`src/rtl/lzs_chk_pkg.sv`:
```
// Shared types for the LZS output-stream checker: fail codes, FSM states
// and the byte-lane count helper.
package lzs_chk_pkg;

   typedef enum logic [1:0] {
      FC_NONE = 2'd0,
      FC_DATA = 2'd1,
      FC_LEN  = 2'd2,
      FC_OVF  = 2'd3
   } fc_e;

   typedef enum logic [1:0] {
      ST_RUN   = 2'd0,
      ST_DRAIN = 2'd1,
      ST_PASS  = 2'd2,
      ST_FAIL  = 2'd3
   } st_e;

   function automatic int lane_cnt(input int dw);
      return dw / 8;
   endfunction

endpackage

```
`src/rtl/lzs_chk_fifo.sv`:
```
// Capture FIFO for DUT output words; a push into a full FIFO is accepted
// only when a pop frees a slot in the same cycle.
module lzs_chk_fifo #(
   parameter int DW = 16,
   parameter int AW = 4
) (
   input  logic          clk,
   input  logic          rstn,
   input  logic          clr,
   input  logic          push,
   input  logic [DW-1:0] wdata,
   input  logic          pop,
   output logic [DW-1:0] rdata,
   output logic          full,
   output logic          empty,
   output logic [AW:0]   count
);

   localparam int DEPTH = 2 ** AW;
   localparam logic [AW:0] FULL_N = (AW+1)'(DEPTH);

   logic [DW-1:0] mem_q [DEPTH];
   logic [AW-1:0] wp_q, rp_q;
   logic [AW:0]   cnt_q;
   logic          do_push, do_pop;

   assign empty   = (cnt_q == '0);
   assign full    = (cnt_q == FULL_N);
   assign count   = cnt_q;
   assign rdata   = mem_q[rp_q];
   assign do_pop  = pop && !empty;
   assign do_push = push && (!full || do_pop);

   always_ff @(posedge clk) begin
      if (do_push) mem_q[wp_q] <= wdata;
   end

   always_ff @(posedge clk or negedge rstn) begin
      if (!rstn) begin
         wp_q  <= '0;
         rp_q  <= '0;
         cnt_q <= '0;
      end else if (clr) begin
         wp_q  <= '0;
         rp_q  <= '0;
         cnt_q <= '0;
      end else begin
         if (do_push) wp_q <= wp_q + 1'b1;
         if (do_pop)  rp_q <= rp_q + 1'b1;
         unique case ({do_push, do_pop})
            2'b10:   cnt_q <= cnt_q + 1'b1;
            2'b01:   cnt_q <= cnt_q - 1'b1;
            default: cnt_q <= cnt_q;
         endcase
      end
   end

endmodule

```
`src/rtl/lzs_out_check.sv`:
```
// Byte-wise checker of the LZS encoder output against an expected stream,
// with length, overflow and first-mismatch reporting.
module lzs_out_check
   import lzs_chk_pkg::*;
#(
   parameter int DW          = 16,
   parameter int FIFO_AW     = 4,
   parameter int CNT_W       = 20,
   parameter bit STOP_ON_ERR = 1'b1
) (
   input  logic             clk,
   input  logic             rstn,
   input  logic             clr,
   input  logic             out_valid,
   input  logic [DW-1:0]    out_data,
   input  logic             out_done,
   input  logic             exp_valid,
   input  logic [DW-1:0]    exp_data,
   input  logic             exp_last,
   output logic             exp_ready,
   output logic [CNT_W-1:0] byte_cnt,
   output logic [15:0]      err_cnt,
   output logic [CNT_W-1:0] first_idx,
   output logic [7:0]       first_exp,
   output logic [7:0]       first_got,
   output logic [1:0]       fail_code,
   output logic             pass,
   output logic             fail
);

   localparam int NL = lane_cnt(DW);
   localparam logic [CNT_W-1:0] NLC = CNT_W'(NL);
   localparam logic [FIFO_AW:0] ONE = (FIFO_AW+1)'(1);

   st_e              st_q, st_d;
   fc_e              fc_q, fc_d;
   logic             last_q, last_d;
   logic             mis_q, mis_d;
   logic [CNT_W-1:0] bc_q, bc_d;
   logic [15:0]      ec_q, ec_d;
   logic [CNT_W-1:0] idx_q, idx_d;
   logic [7:0]       fe_q, fe_d, fg_q, fg_d;

   logic [DW-1:0]    head;
   logic             full, empty;
   logic [FIFO_AW:0] count;
   logic             fire, ovf;

   logic [3:0]       nmis;
   logic             has_mis;
   logic [CNT_W-1:0] lane;
   logic [7:0]       le, lg;
   logic [16:0]      esum;
   logic             mis_now, len_err, ovf_err, verdict;

   lzs_chk_fifo #(.DW(DW), .AW(FIFO_AW)) u_fifo (
      .clk   (clk),
      .rstn  (rstn),
      .clr   (clr),
      .push  (out_valid),
      .wdata (out_data),
      .pop   (fire),
      .rdata (head),
      .full  (full),
      .empty (empty),
      .count (count)
   );

   assign exp_ready = (st_q == ST_RUN || st_q == ST_DRAIN) && !empty;
   assign fire      = exp_valid && exp_ready;
   assign ovf       = out_valid && full && !fire;

   // Descending scan so the lowest mismatching lane is the one recorded.
   always_comb begin
      nmis    = '0;
      has_mis = 1'b0;
      lane    = '0;
      le      = '0;
      lg      = '0;
      for (int k = NL - 1; k >= 0; k--) begin
         if (head[DW-1-8*k -: 8] != exp_data[DW-1-8*k -: 8]) begin
            nmis    = nmis + 4'd1;
            has_mis = 1'b1;
            lane    = CNT_W'(k);
            le      = exp_data[DW-1-8*k -: 8];
            lg      = head[DW-1-8*k -: 8];
         end
      end
   end

   assign esum    = {1'b0, ec_q} + {13'd0, nmis};
   assign mis_now = fire && has_mis;

   always_comb begin
      st_d    = st_q;
      fc_d    = fc_q;
      last_d  = last_q;
      mis_d   = mis_q;
      bc_d    = bc_q;
      ec_d    = ec_q;
      idx_d   = idx_q;
      fe_d    = fe_q;
      fg_d    = fg_q;
      len_err = 1'b0;
      ovf_err = 1'b0;
      verdict = 1'b0;

      if (fire) begin
         bc_d = bc_q + NLC;
         ec_d = esum[16] ? 16'hFFFF : esum[15:0];
      end
      if (mis_now && !mis_q) begin
         mis_d = 1'b1;
         idx_d = bc_q + lane;
         fe_d  = le;
         fg_d  = lg;
      end

      unique case (st_q)
         ST_RUN: begin
            if (ovf) ovf_err = 1'b1;
            else if (last_q) begin
               if (out_valid)     len_err = 1'b1;
               else if (out_done) verdict = 1'b1;
            end else if (fire && exp_last) begin
               if (count > ONE || out_valid) len_err = 1'b1;
               else if (out_done)            verdict = 1'b1;
               else                          last_d  = 1'b1;
            end else if (out_done) st_d = ST_DRAIN;
         end
         ST_DRAIN: begin
            if (ovf)            ovf_err = 1'b1;
            else if (out_valid) len_err = 1'b1;
            else if (empty)     len_err = 1'b1;
            else if (fire && exp_last) begin
               if (count > ONE) len_err = 1'b1;
               else             verdict = 1'b1;
            end
         end
         default: ;
      endcase

      if (verdict) st_d = (mis_q || mis_now) ? ST_FAIL : ST_PASS;
      if (mis_now && STOP_ON_ERR) st_d = ST_FAIL;
      if (ovf_err || len_err) st_d = ST_FAIL;

      if (fc_q == FC_NONE) begin
         if (mis_now)      fc_d = FC_DATA;
         else if (ovf_err) fc_d = FC_OVF;
         else if (len_err) fc_d = FC_LEN;
      end
   end

   always_ff @(posedge clk or negedge rstn) begin
      if (!rstn) begin
         st_q   <= ST_RUN;
         fc_q   <= FC_NONE;
         last_q <= 1'b0;
         mis_q  <= 1'b0;
         bc_q   <= '0;
         ec_q   <= '0;
         idx_q  <= '0;
         fe_q   <= '0;
         fg_q   <= '0;
      end else if (clr) begin
         st_q   <= ST_RUN;
         fc_q   <= FC_NONE;
         last_q <= 1'b0;
         mis_q  <= 1'b0;
         bc_q   <= '0;
         ec_q   <= '0;
         idx_q  <= '0;
         fe_q   <= '0;
         fg_q   <= '0;
      end else begin
         st_q   <= st_d;
         fc_q   <= fc_d;
         last_q <= last_d;
         mis_q  <= mis_d;
         bc_q   <= bc_d;
         ec_q   <= ec_d;
         idx_q  <= idx_d;
         fe_q   <= fe_d;
         fg_q   <= fg_d;
      end
   end

   assign byte_cnt  = bc_q;
   assign err_cnt   = ec_q;
   assign first_idx = idx_q;
   assign first_exp = fe_q;
   assign first_got = fg_q;
   assign fail_code = fc_q;
   assign pass      = (st_q == ST_PASS);
   assign fail      = (st_q == ST_FAIL);

endmodule

```
`config.mk`:
```
export PLATFORM = sky130hd
export DESIGN_NAME = lzs_out_check
export DESIGN_NICKNAME = d
export VERILOG_FILES = /design/src/rtl/lzs_chk_pkg.sv /design/src/rtl/lzs_chk_fifo.sv /design/src/rtl/lzs_out_check.sv
export SDC_FILE = /design/constraint.sdc
export NUM_CORES = 1
export LEC_CHECK = 0
export ABC_AREA = 1
export CAP_MARGIN = 20
export CORE_AREA = 2 2 182 184
export CTS_CLUSTER_DIAMETER = 80
export DETAILED_ROUTE_END_ITERATION = 8
export DIE_AREA = 0 0 184 186
export PLACE_DENSITY = 0.69
export SLEW_MARGIN = 20
export SYNTH_ARGS = -nofsm -noshare
export SYNTH_HDL_FRONTEND = slang
export SYNTH_SLANG_ARGS = --single-unit
```
`constraint.sdc`:
```
create_clock -name clk -period 4.2 [get_ports clk]
set_input_delay 0.84 -clock clk [delete_from_list [all_inputs] [get_ports clk]]
set_output_delay 0.84 -clock clk [all_outputs]
set_load 0.01 [all_outputs]
```
==> impl_metrics.csv <==
group,metric,value,unit
timing,fmax,0.250,GHz
timing,fin_crit_sh,0.953,
power,clkPwrFrac,0.342,
die,start_util,0.493,
power,p_int,6.65,mW
global_routing,grt_usage,0.247,
logic_synthesis,synth_area_per_cell,9.70,um2
timing,report.final.hold_viol_count,0,
flow_run,maxCapViolations,0,
die,dieArea,34200,um2
drt,wl,43.8,mm
setup_path,cp-start-kind,"flip-flop",
die,fp.coreArea,32200,um2
logic_synthesis,yosys.cell_count.top_type,"nand2_1",
setup_path,cp_common_cell,"inv_1",
logic_synthesis,synthTopCellsByArea,"edfxtp_1 (48%), dfrtp_1 (14%), nand2_1 (12%), nand3_1 (4.7%), inv_1 (3.6%)",
setup_path,required,4.58,ns
setup_path,end_kind,"flip-flop",
global_routing,grt_pass1_wl,64.2,mm
logic_synthesis,synth-edff-count,256,
power,power_density,493,nW/um2
clock_network,cts_num_sinks,346,
setup_path,crit_path_top_delay_cell,"dfrtp_4",
placed_design,globalplace.congestion,0.861,
logic_synthesis,yosys_warnings,0,
outcome,outcome,"finished clean",
power,p_comb_frac,0.245,
die,fp.dieW,184,um
global_routing,grt_use_met1,0.339,
clock_network,clk_latency,0.52,ns
drt,drc,0,
placed_design,place_hpwl,26.6,mm
timing,tns,0,ns
die,die_h,186,um
drt,wl_per_cell,19.6,um
die,ios,116,
cells_and_area,drive_gt1_frac,0.105,
power,ir_drop,0.000395,V
logic_synthesis,synth_top_cells_by_count,"nand2_1 (510), edfxtp_1 (256), inv_1 (154)",
placed_design,io_buffers,114,
drt,via_per_inst,5.52,
logic_synthesis,synth_area_leader_cell,"edfxtp_1",
clock_network,ctsHoldBuffers,0,
power,switching_power,2.84,mW
logic_synthesis,synth_top_cell_area_share,0.484,
power,seqPwrFrac,0.413,
logic_synthesis,synth_ff_type,"edfxtp_1",
timing,relSlewSlack,0.521,
logic_synthesis,synth_cells,1636,
timing,holdWs,0.253,ns
drt,vias,12300,
timing,worst_pin_slew,0.718,ns
global_routing,grt-busiest-layer,"met2",
cells_and_area,final_nets,1850,
clock_network,cts-root-buf,"clkbuf_16",
global_routing,first_global_vias,11600,
setup_path,worstSetupPathType,"flip-flop to flip-flop",
logic_synthesis,yosysSeqAreaShare,0.626,
logic_synthesis,synthArstFlopShare,0.260,
clock_network,cts_tree,"yes",
setup_path,crit_path_start,"u_fifo.rp_q[0]",
setup_path,slowest_delay,0.52,ns
drt,first_pass_iters,5,
clock_network,htreeDepth,2,
cells_and_area,areaGrowthSynthToFinish,21.2,%
min_path,hold_class,"primary input to asynchronous set/reset pin",
clock_network,clk_transition_reported_paths,0.06,ns
global_routing,antenna_found_initial,1,
timing,fin_crit,4.00,ns
logic_synthesis,synth_area,15900,um2
power,leakage,7.96,nW
clock_network,numCtsBuffers,38,
die,rows,66,
global_routing,grtUsageMet2,0.398,
drt,drtAntennaViolNets,0,
cells_and_area,n_fill_cell,2653,
setup_path,critical_path_arrival,4.38,ns
setup_path,reg2reg_from,"u_fifo.rp_q[0]",
global_routing,overflow,0,
logic_synthesis,ys_ff_latch,346,
global_routing,grt_start_max_net_pins,77,
timing,setup-violations-final,0,
drt,drtIter0Drc,1443,
timing,slew_violations,0,
cells_and_area,diodes,0,
setup_path,cp_max_fo,18,
logic_synthesis,yosys.cell_types.count,47,
power,switching_share,0.299,
clock_network,clockBufferDepth,3,
timing,fin_skew,0.0132,ns
global_routing,grt_use_met3,0.0503,
-- stage by stage --
step                      utilization  instances  area, um2  power (mW)  setup slack [ns]
final                           0.598       2229      19200        9.49             0.199
after floorplan                     -       1637      15900        5.30             0.406
after global placement          0.548       2146      17700        5.94            0.0482
after CTS                       0.585       2213      18900        9.21            0.0116
after detailed placement        0.548       2146      17700        5.98            0.0253
after global routing            0.598       2229      19200        9.92           -0.0487
-- placed cells by master (no fill, tap or decap), drive strengths merged --
master / n
nor3: 18
o21ai: 105
o21a: 3
nand3: 150
nand2: 516
clkbuf: 53
a21oi: 41
xor2: 15
nand4: 6
o22ai: 4
nor4b: 1
dfrtp: 90
nand3b: 5
clkinv: 19
fa: 1
o31ai: 1
edfxtp: 256
mux2i: 1
nor3b: 1
xnor2: 1
nor2: 135
a31oi: 4
conb: 2
a211oi: 3
inv: 159
or2: 5
bufinv: 4
o21bai: 1
and2: 1
clkdlybuf4s50: 113
ha: 16
buf: 69
nor4: 1
o211ai: 21
-- worst max-delay path: cells and delay by family (launching register included) --
| kind | cells | cell delay, ns |
|---|---|---|
| AND/OR/NAND/NOR | 12 | 1.17 |
| adder cells (fa/ha/maj) | 3 | 0.86 |
| buffers and inverters | 8 | 0.85 |
| flip-flops | 1 | 0.52 |
| AO/OA/AOI/OAI | 3 | 0.28 |
| XOR/XNOR | 1 | 0.16 |
-- metal layers --
metal	up-vias	share of wire	wire [um]
met5	-	0.00023	10
met4	2	0.028	1220
met3	98	0.092	4050
met2	554	0.47	20400
met1	5900	0.41	18100
li1	5741	-	-
-- repair_timing --
action / in CTS / in global routing
setup endpoints to repair: 3 / 16
buffers inserted: 0 / 7
gates cloned: 0 / 9
gates resized for setup: 1 / 44
pin swaps: 0 / 13
-- worst paths after layout --
check / endpoint / slack, ns / cells past startpoint
min in group clk: first_got[7] / 0.48 / 2
max in group asynchronous: first_idx[15] / 3.16 / 2
worst min register to register: first_got[7] / 0.48 / 2
worst min-delay path: byte_cnt[17] / 0.25 / 1
worst max register to register: err_cnt[14] / 0.20 / 27
worst max-delay path: err_cnt[14] / 0.20 / 27
-- flip-flops by register name, indices dropped and copies added (netlist names), 4 cells and up --
signal	count
byte_cnt	19
err_cnt	16
u_fifo.wp_q	4
first_got	8
first_exp	8
u_fifo.mem_q	256
first_idx	20
u_fifo.count	5
u_fifo.rp_q	4
-- cell families (layout without fill, tap and decap cells) --
group / after synthesis / count (layout) / synth area share
fa+ha+maj: 17 / 17 / 0.0139
other cells: 1 / 2 / 0.000236
simple gates: 839 / 839 / 0.219
compound gates: 183 / 183 / 0.0629
buf+inv: 233 / 417 / 0.0684
xor+xnor: 16 / 16 / 0.00883
mux: 1 / 1 / 0.000630
flops: 346 / 346 / 0.626
-- power by group through the flow --
stage               logic (mW)  registers, mW  clock network [mW]
floorplan                 1.31           3.99                   0
detailed placement        1.99           3.98                   0
global placement          1.96           3.98                   0
CTS                       2.01           3.92                3.29
global route              2.55           3.93                3.44
finish                    2.33           3.92                3.25
-- area by class of cell --
type | instances | area (um2) | area share
clock buffers | 47 | 995 | 0.0517
clock inverters | 20 | 203 | 0.0105
inverters | 161 | 619 | 0.0322
multi-input cells | 1058 | 5010 | 0.260
flip-flops and latches | 346 | 9940 | 0.517
well taps | 408 | 510 | 0.0265
repair buffers | 188 | 1960 | 0.102
repair inverters | 1 | 11.3 | 0.000585
(Power assumes the default switching activity.)
==> variant 1, RTL diff (same settings) <==
Encoding of `st_e`: now one-hot (4 bits for 4 values).
--- a/src/rtl/lzs_chk_pkg.sv
+++ b/src/rtl/lzs_chk_pkg.sv
@@ -11,7 +11,7 @@
 
-   typedef enum logic [1:0] {
-      ST_RUN   = 2'd0,
-      ST_DRAIN = 2'd1,
-      ST_PASS  = 2'd2,
-      ST_FAIL  = 2'd3
+   typedef enum logic [3:0] {
+      ST_RUN   = 4'b0001,
+      ST_DRAIN = 4'b0010,
+      ST_PASS  = 4'b0100,
+      ST_FAIL  = 4'b1000
    } st_e;
Behaviour: same outputs for any inputs over 4 cycles, from zero or initial values and one cycle with rstn low; so few cycles prove little.
==> variant 1 against the original RTL <==
- worst setup slack improved by 0.096 ns
- synthesized area rose by 0.14%
- power fell by 1.2%
- routed wire length fell by 5.0%
- via count fell by 1.2%
- core utilization rose by 0.24 points
- final area rose by 0.40%
- first-iteration DRC count fell by 33%
- sequential cell count rose by 2
- critical path type unchanged
- largest power group unchanged
==> variant 1: results (changes against the original RTL) <==
clock_network:
  cts_setup_buffers: 0  # unchanged
  clk_latency_ns: 0.53
  cts_sinks: 348  # +0.58%
  numCtsBuffers: 39  # +2.6%
  ctsResizeCount: 0  # -1
timing:
  fin_skew_ns: 0.0134  # +0.000279 ns
  slew_headroom_pct: 50.8  # -1.2 points
  fin_crit_ns: 3.91  # -0.0957 ns
setup_path:
  startpoint: "u_fifo.rp_q[0]$_DFFE_PN0P_"
  worstPathMaxFanout: 11  # -7
  reg2regPathDepth: 28  # +3.7%
  crit_path_max_incr_delay_ns: 0.56  # +0.04 ns
  crit_arrival_ns: 4.30  # -0.08 ns
  crit_path_end: "err_cnt[14]$_DFFE_PN0N_"
  r2r_slack_ns: 0.29  # +0.10 ns
global_routing:
  antenna_found_initial: 2  # +1
  grt_usage_pct: 24.2  # -0.47 points
  grt_pass1_wl_mm: 63.1  # -1.7%
  grt_max_degree: 53  # -31%
  grt_pass1_vias: 11500  # -1.3%
placed_design:
  post_dp_cell_area_um2: 17800  # +0.74%
  dp.cells: 2157  # +0.51%
  dp_hpwl_mm: 26.4  # -0.62%
synthesis:
  yosysSeqAreaShare_pct: 62.8  # +0.23 points
  avgSynthCellArea_um2: 9.65  # -0.59%
  ys_top_cells_by_count: "500 x nand2_1, 256 x edfxtp_1, 159 x inv_1"
  ys_types: 43  # -8.5%
  synthArstFlopShare_pct: 26.4  # +0.43 points
drt:
  dr.pass1.iters: 9  # +4
  viasPerCell: 5.43  # -1.6%
  dr.first_iter.drc_count: 968  # -33%
  route.vias.total: 12200  # -1.2%
  wl_per_cell_um: 18.6  # -5.4%
final_layout:
  buf_share_pct: 10.0  # -0.18 points
  fin_nets: 1856  # +0.32%
  drive_gt1_share_pct: 9.78  # -0.71 points
  nFillCells: 2681  # +1.1%
  sh_seq_area_pct: 51.7  # +0.058 points
  nMultiInputCombCells: 1066  # +0.76%
  clock_buffers: 45  # -4.3%
  antenna_cells: 1  # +1
  inv_count: 165  # +1.9%
status:
  status: "finished clean"
power_and_ir_drop:
  power.density_nw_per_um2: 485  # -1.6%
  max-vdd-ir-drop_mv: 0.358  # -9.4%
  p_leak_nw: 7.93  # -0.40%
==> variant 1: cell count changes in the layout (fill, tap and decap cells not counted), moves of 5 or more <==
cell      delta
nand2_1      -7
nor2_1      +12
buf_4        -8
buf_12       +7
nand2_2      -5
inv_1        +5
clkbuf_1     -5
nor3_1       +5
o21ai_0     +14
==> variant 1: power breakdown <==
| part | internal [W] | switching [W] | leakage [nW] |
|---|---|---|---|
| Sequential | 0.00385 | 0.000105 | 3.57 |
| Combinational | 0.000824 | 0.00128 | 3.75 |
| Clock | 0.00197 | 0.00135 | 0.618 |
==> variant 1: how the worst min path moves through the flow <==
| stage | end | depth (start not counted) | from | slack, ns |
|---|---|---|---|---|
| floorplan | st_q[0]$_DFFE_PN1P_ | 2 | st_q[0]$_DFFE_PN1P_ | 0.45 |
| global route | first_idx[11]$_DFFE_PN0P_ | 1 | rstn | 0.32 |
| finish | first_idx[11]$_DFFE_PN0P_ | 1 | rstn | 0.29 |
| detailed placement | st_q[0]$_DFFE_PN1P_ | 2 | st_q[0]$_DFFE_PN1P_ | 0.47 |
| global placement | first_idx[14]$_DFFE_PN0P_ | 2 | first_idx[14]$_DFFE_PN0P_ | 0.47 |
| CTS | first_idx[11]$_DFFE_PN0P_ | 1 | rstn | 0.31 |
==> variant 1: per-layer routing <==
metal	GRT usage (%)	part of all wire, %	vias to the layer above
li1	-	-	5779
met1	32.5	42	5781
met2	39.7	47	501
met3	3.91	7.9	88
met4	9.25	3.0	2
met5	0	0.036	-
==> variant 1: cells by family after synthesis <==
logic type / after synthesis / share of synthesized area (%)
other: 1 / 0.0236
AO/OA/AOI/OAI: 195 / 6.68
flip-flops: 348 / 62.8
buffers and inverters: 235 / 6.57
adder cells (fa/ha/maj): 17 / 1.39
XOR/XNOR: 17 / 0.936
AND/OR/NAND/NOR: 835 / 21.6
==> variant 2, RTL diff (config.mk and constraints unchanged) <==
Without the edit above. Change the parameter `FIFO_AW` from 4 to 2.
--- a/src/rtl/lzs_out_check.sv
+++ b/src/rtl/lzs_out_check.sv
@@ -6,3 +6,3 @@
    parameter int DW          = 16,
-   parameter int FIFO_AW     = 4,
+   parameter int FIFO_AW     = 2,
    parameter int CNT_W       = 20,
Formal check against the unedited RTL: not equivalent (Yosys sat finds a counterexample within 10 cycles, from zero or initial values and one cycle with rstn low).
==> variant 2 against the original RTL <==
- sequential cell count fell by 198
- final cell count fell by 36%
- power fell by 53%
- clock skew rose by 0.0026 ns
- routed wire length fell by 52%
- via count fell by 49%
- core utilization fell by 30 points
- synthesized area fell by 53%
- worst setup slack improved by 0.20 ns
- critical endpoint is now err_cnt[3]$_DFFE_PN0N_
- synthesized cell count fell by 47%
- final area fell by 50%
==> variant 2: results (changes against the original RTL) <==
status:
  status: "finished clean"
global_routing:
  grt_pass1_vias: 6130  # -47%
  grt_usage_pct: 12.6  # -12 points
  grt_max_degree: 72  # -6.5%
  grt_pass1_wl_mm: 33.1  # -48%
synthesis:
  synthArstFlopShare_pct: 56.8  # +31 points
  ys_top_cells_by_count: "287 x nand2_1, 102 x inv_1, 84 x dfrtp_1"
  ys.flop_type: "dfrtp_1"
  synth-edff-count: 64  # -75%
  ys_types: 36  # -23%
  synthAdderAreaFrac_pct: 2.80  # +1.4 points
  muxShareOfSynthArea_pct: 0  # -0.063 points
  synth_xor_area_share_pct: 2.24  # +1.4 points
  synth.area.top_cells: "dfrtp_1 28%, edfxtp_1 26%, nand2_1 15%"
setup_path:
  worstPathMaxFanout: 8  # -10
  crit_path_max_incr_delay_ns: 0.57  # +0.05 ns
  crit_arrival_ns: 4.12  # -0.26 ns
  reg2regPathDepth: 22  # -19%
placed_design:
  place.gp.congestion: 0.878  # +2.0%
  post_dp_cell_area_um2: 9050  # -49%
  dp_hpwl_mm: 15.2  # -43%
clock_network:
  htreeDepth: 4  # +2
  ctsResizeCount: 0  # -1
  clockBufferDepth: 2  # -1
drt:
  route.vias.total: 6317  # -49%
  drt-total-wl_mm: 20.9  # -52%
  dr.first_iter.drc_count: 383  # -73%
power_and_ir_drop:
  max-vdd-ir-drop_mv: 0.201  # -49%
  p_leak_nw: 4.20  # -47%
final_layout:
  nFillCells: 3331  # +26%
  largest_reg_flops: 64  # -75%
timing:
  tightestPinTransition_ns: 0.966  # +0.248 ns
min_path:
  min_path_type: "reg -> reg"
## variant 2: through the flow
stage | util [%] | setup TNS, ns | setup slack, ns | total power, W | instances
floorplan | - | 0 | 0.523 | 0.00251 | 876
global placement | 28.1 | 0 | 0.0672 | 0.00295 | 1388
detailed placement | 28.1 | -0.0154 | -0.0128 | 0.00298 | 1388
CTS | 30.0 | 0 | 0.274 | 0.00452 | 1420
global route | 30.0 | 0 | 0.0270 | 0.00476 | 1421
finish | 30.0 | 0 | 0.399 | 0.00448 | 1422
## variant 2: kinds of logic (layout without fill, tap and decap cells)
family / Yosys count / after routing
AO/OA/AOI/OAI: 99 / 99
XOR/XNOR: 19 / 19
adder cells (fa/ha/maj): 16 / 16
buffers and inverters: 132 / 268
flip-flops: 148 / 148
other: 1 / 4
AND/OR/NAND/NOR: 460 / 460
## variant 2: worst max-delay path, delay by kind of cell
family                     cells  cell delay, ns
and+or+nand+nor                9            1.29
AOI/OAI and AO/OA              2            0.21
buffers and inverters          5            0.99
adders and majority gates      3            0.78
## variant 2: final cells by class
| class | instances | area [um^2] | share of cell area (%) |
|---|---|---|---|
| flip-flops and latches | 148 | 4020 | 41.6 |
| well taps | 408 | 510 | 5.28 |
| clock inverters | 15 | 183 | 1.89 |
| clock buffers | 17 | 425 | 4.40 |
| repair buffers | 131 | 1270 | 13.1 |
| diodes | 2 | 5.00 | 0.0518 |
| multi-input cells | 596 | 2860 | 29.5 |
| inverters | 105 | 397 | 4.10 |
## variant 2: power breakdown
| part | switching, W | total, W | internal (W) |
|---|---|---|---|
| combinational | 0.000734 | 0.00118 | 0.000445 |
| clock | 0.000732 | 0.00154 | 0.000809 |
| sequential | 0.0000970 | 0.00176 | 0.00167 |
| total | 0.00156 | 0.00448 | 0.00292 |
## variant 2: path summary, 6_finish.rpt
path	to	slack, ns	start
worst min register to register	first_idx[9]$_DFFE_PN0P_	0.49	first_idx[9]$_DFFE_PN0P_
worst max-delay path	err_cnt[3]$_DFFE_PN0N_	0.40	exp_data[10]
worst max register to register	err_cnt[3]$_DFFE_PN0N_	0.43	u_fifo.rp_q[0]$_DFFE_PN0P_
max in group asynchronous	first_exp[7]$_DFFE_PN0P_	2.86	rstn
worst min-delay path	first_idx[9]$_DFFE_PN0P_	0.49	first_idx[9]$_DFFE_PN0P_
min in group asynchronous	byte_cnt[10]$_DFFE_PN0N_	0.56	rstn
## variant 2: per-layer routing
layer  track usage, %  part of all wire, %  up-vias
li1                 -                    -     3113
met1             15.6                   44     3002
met2             20.9                   48      175
met3             3.27                  6.4       27
met4             5.28                  2.2        0
met5                0                    0        -
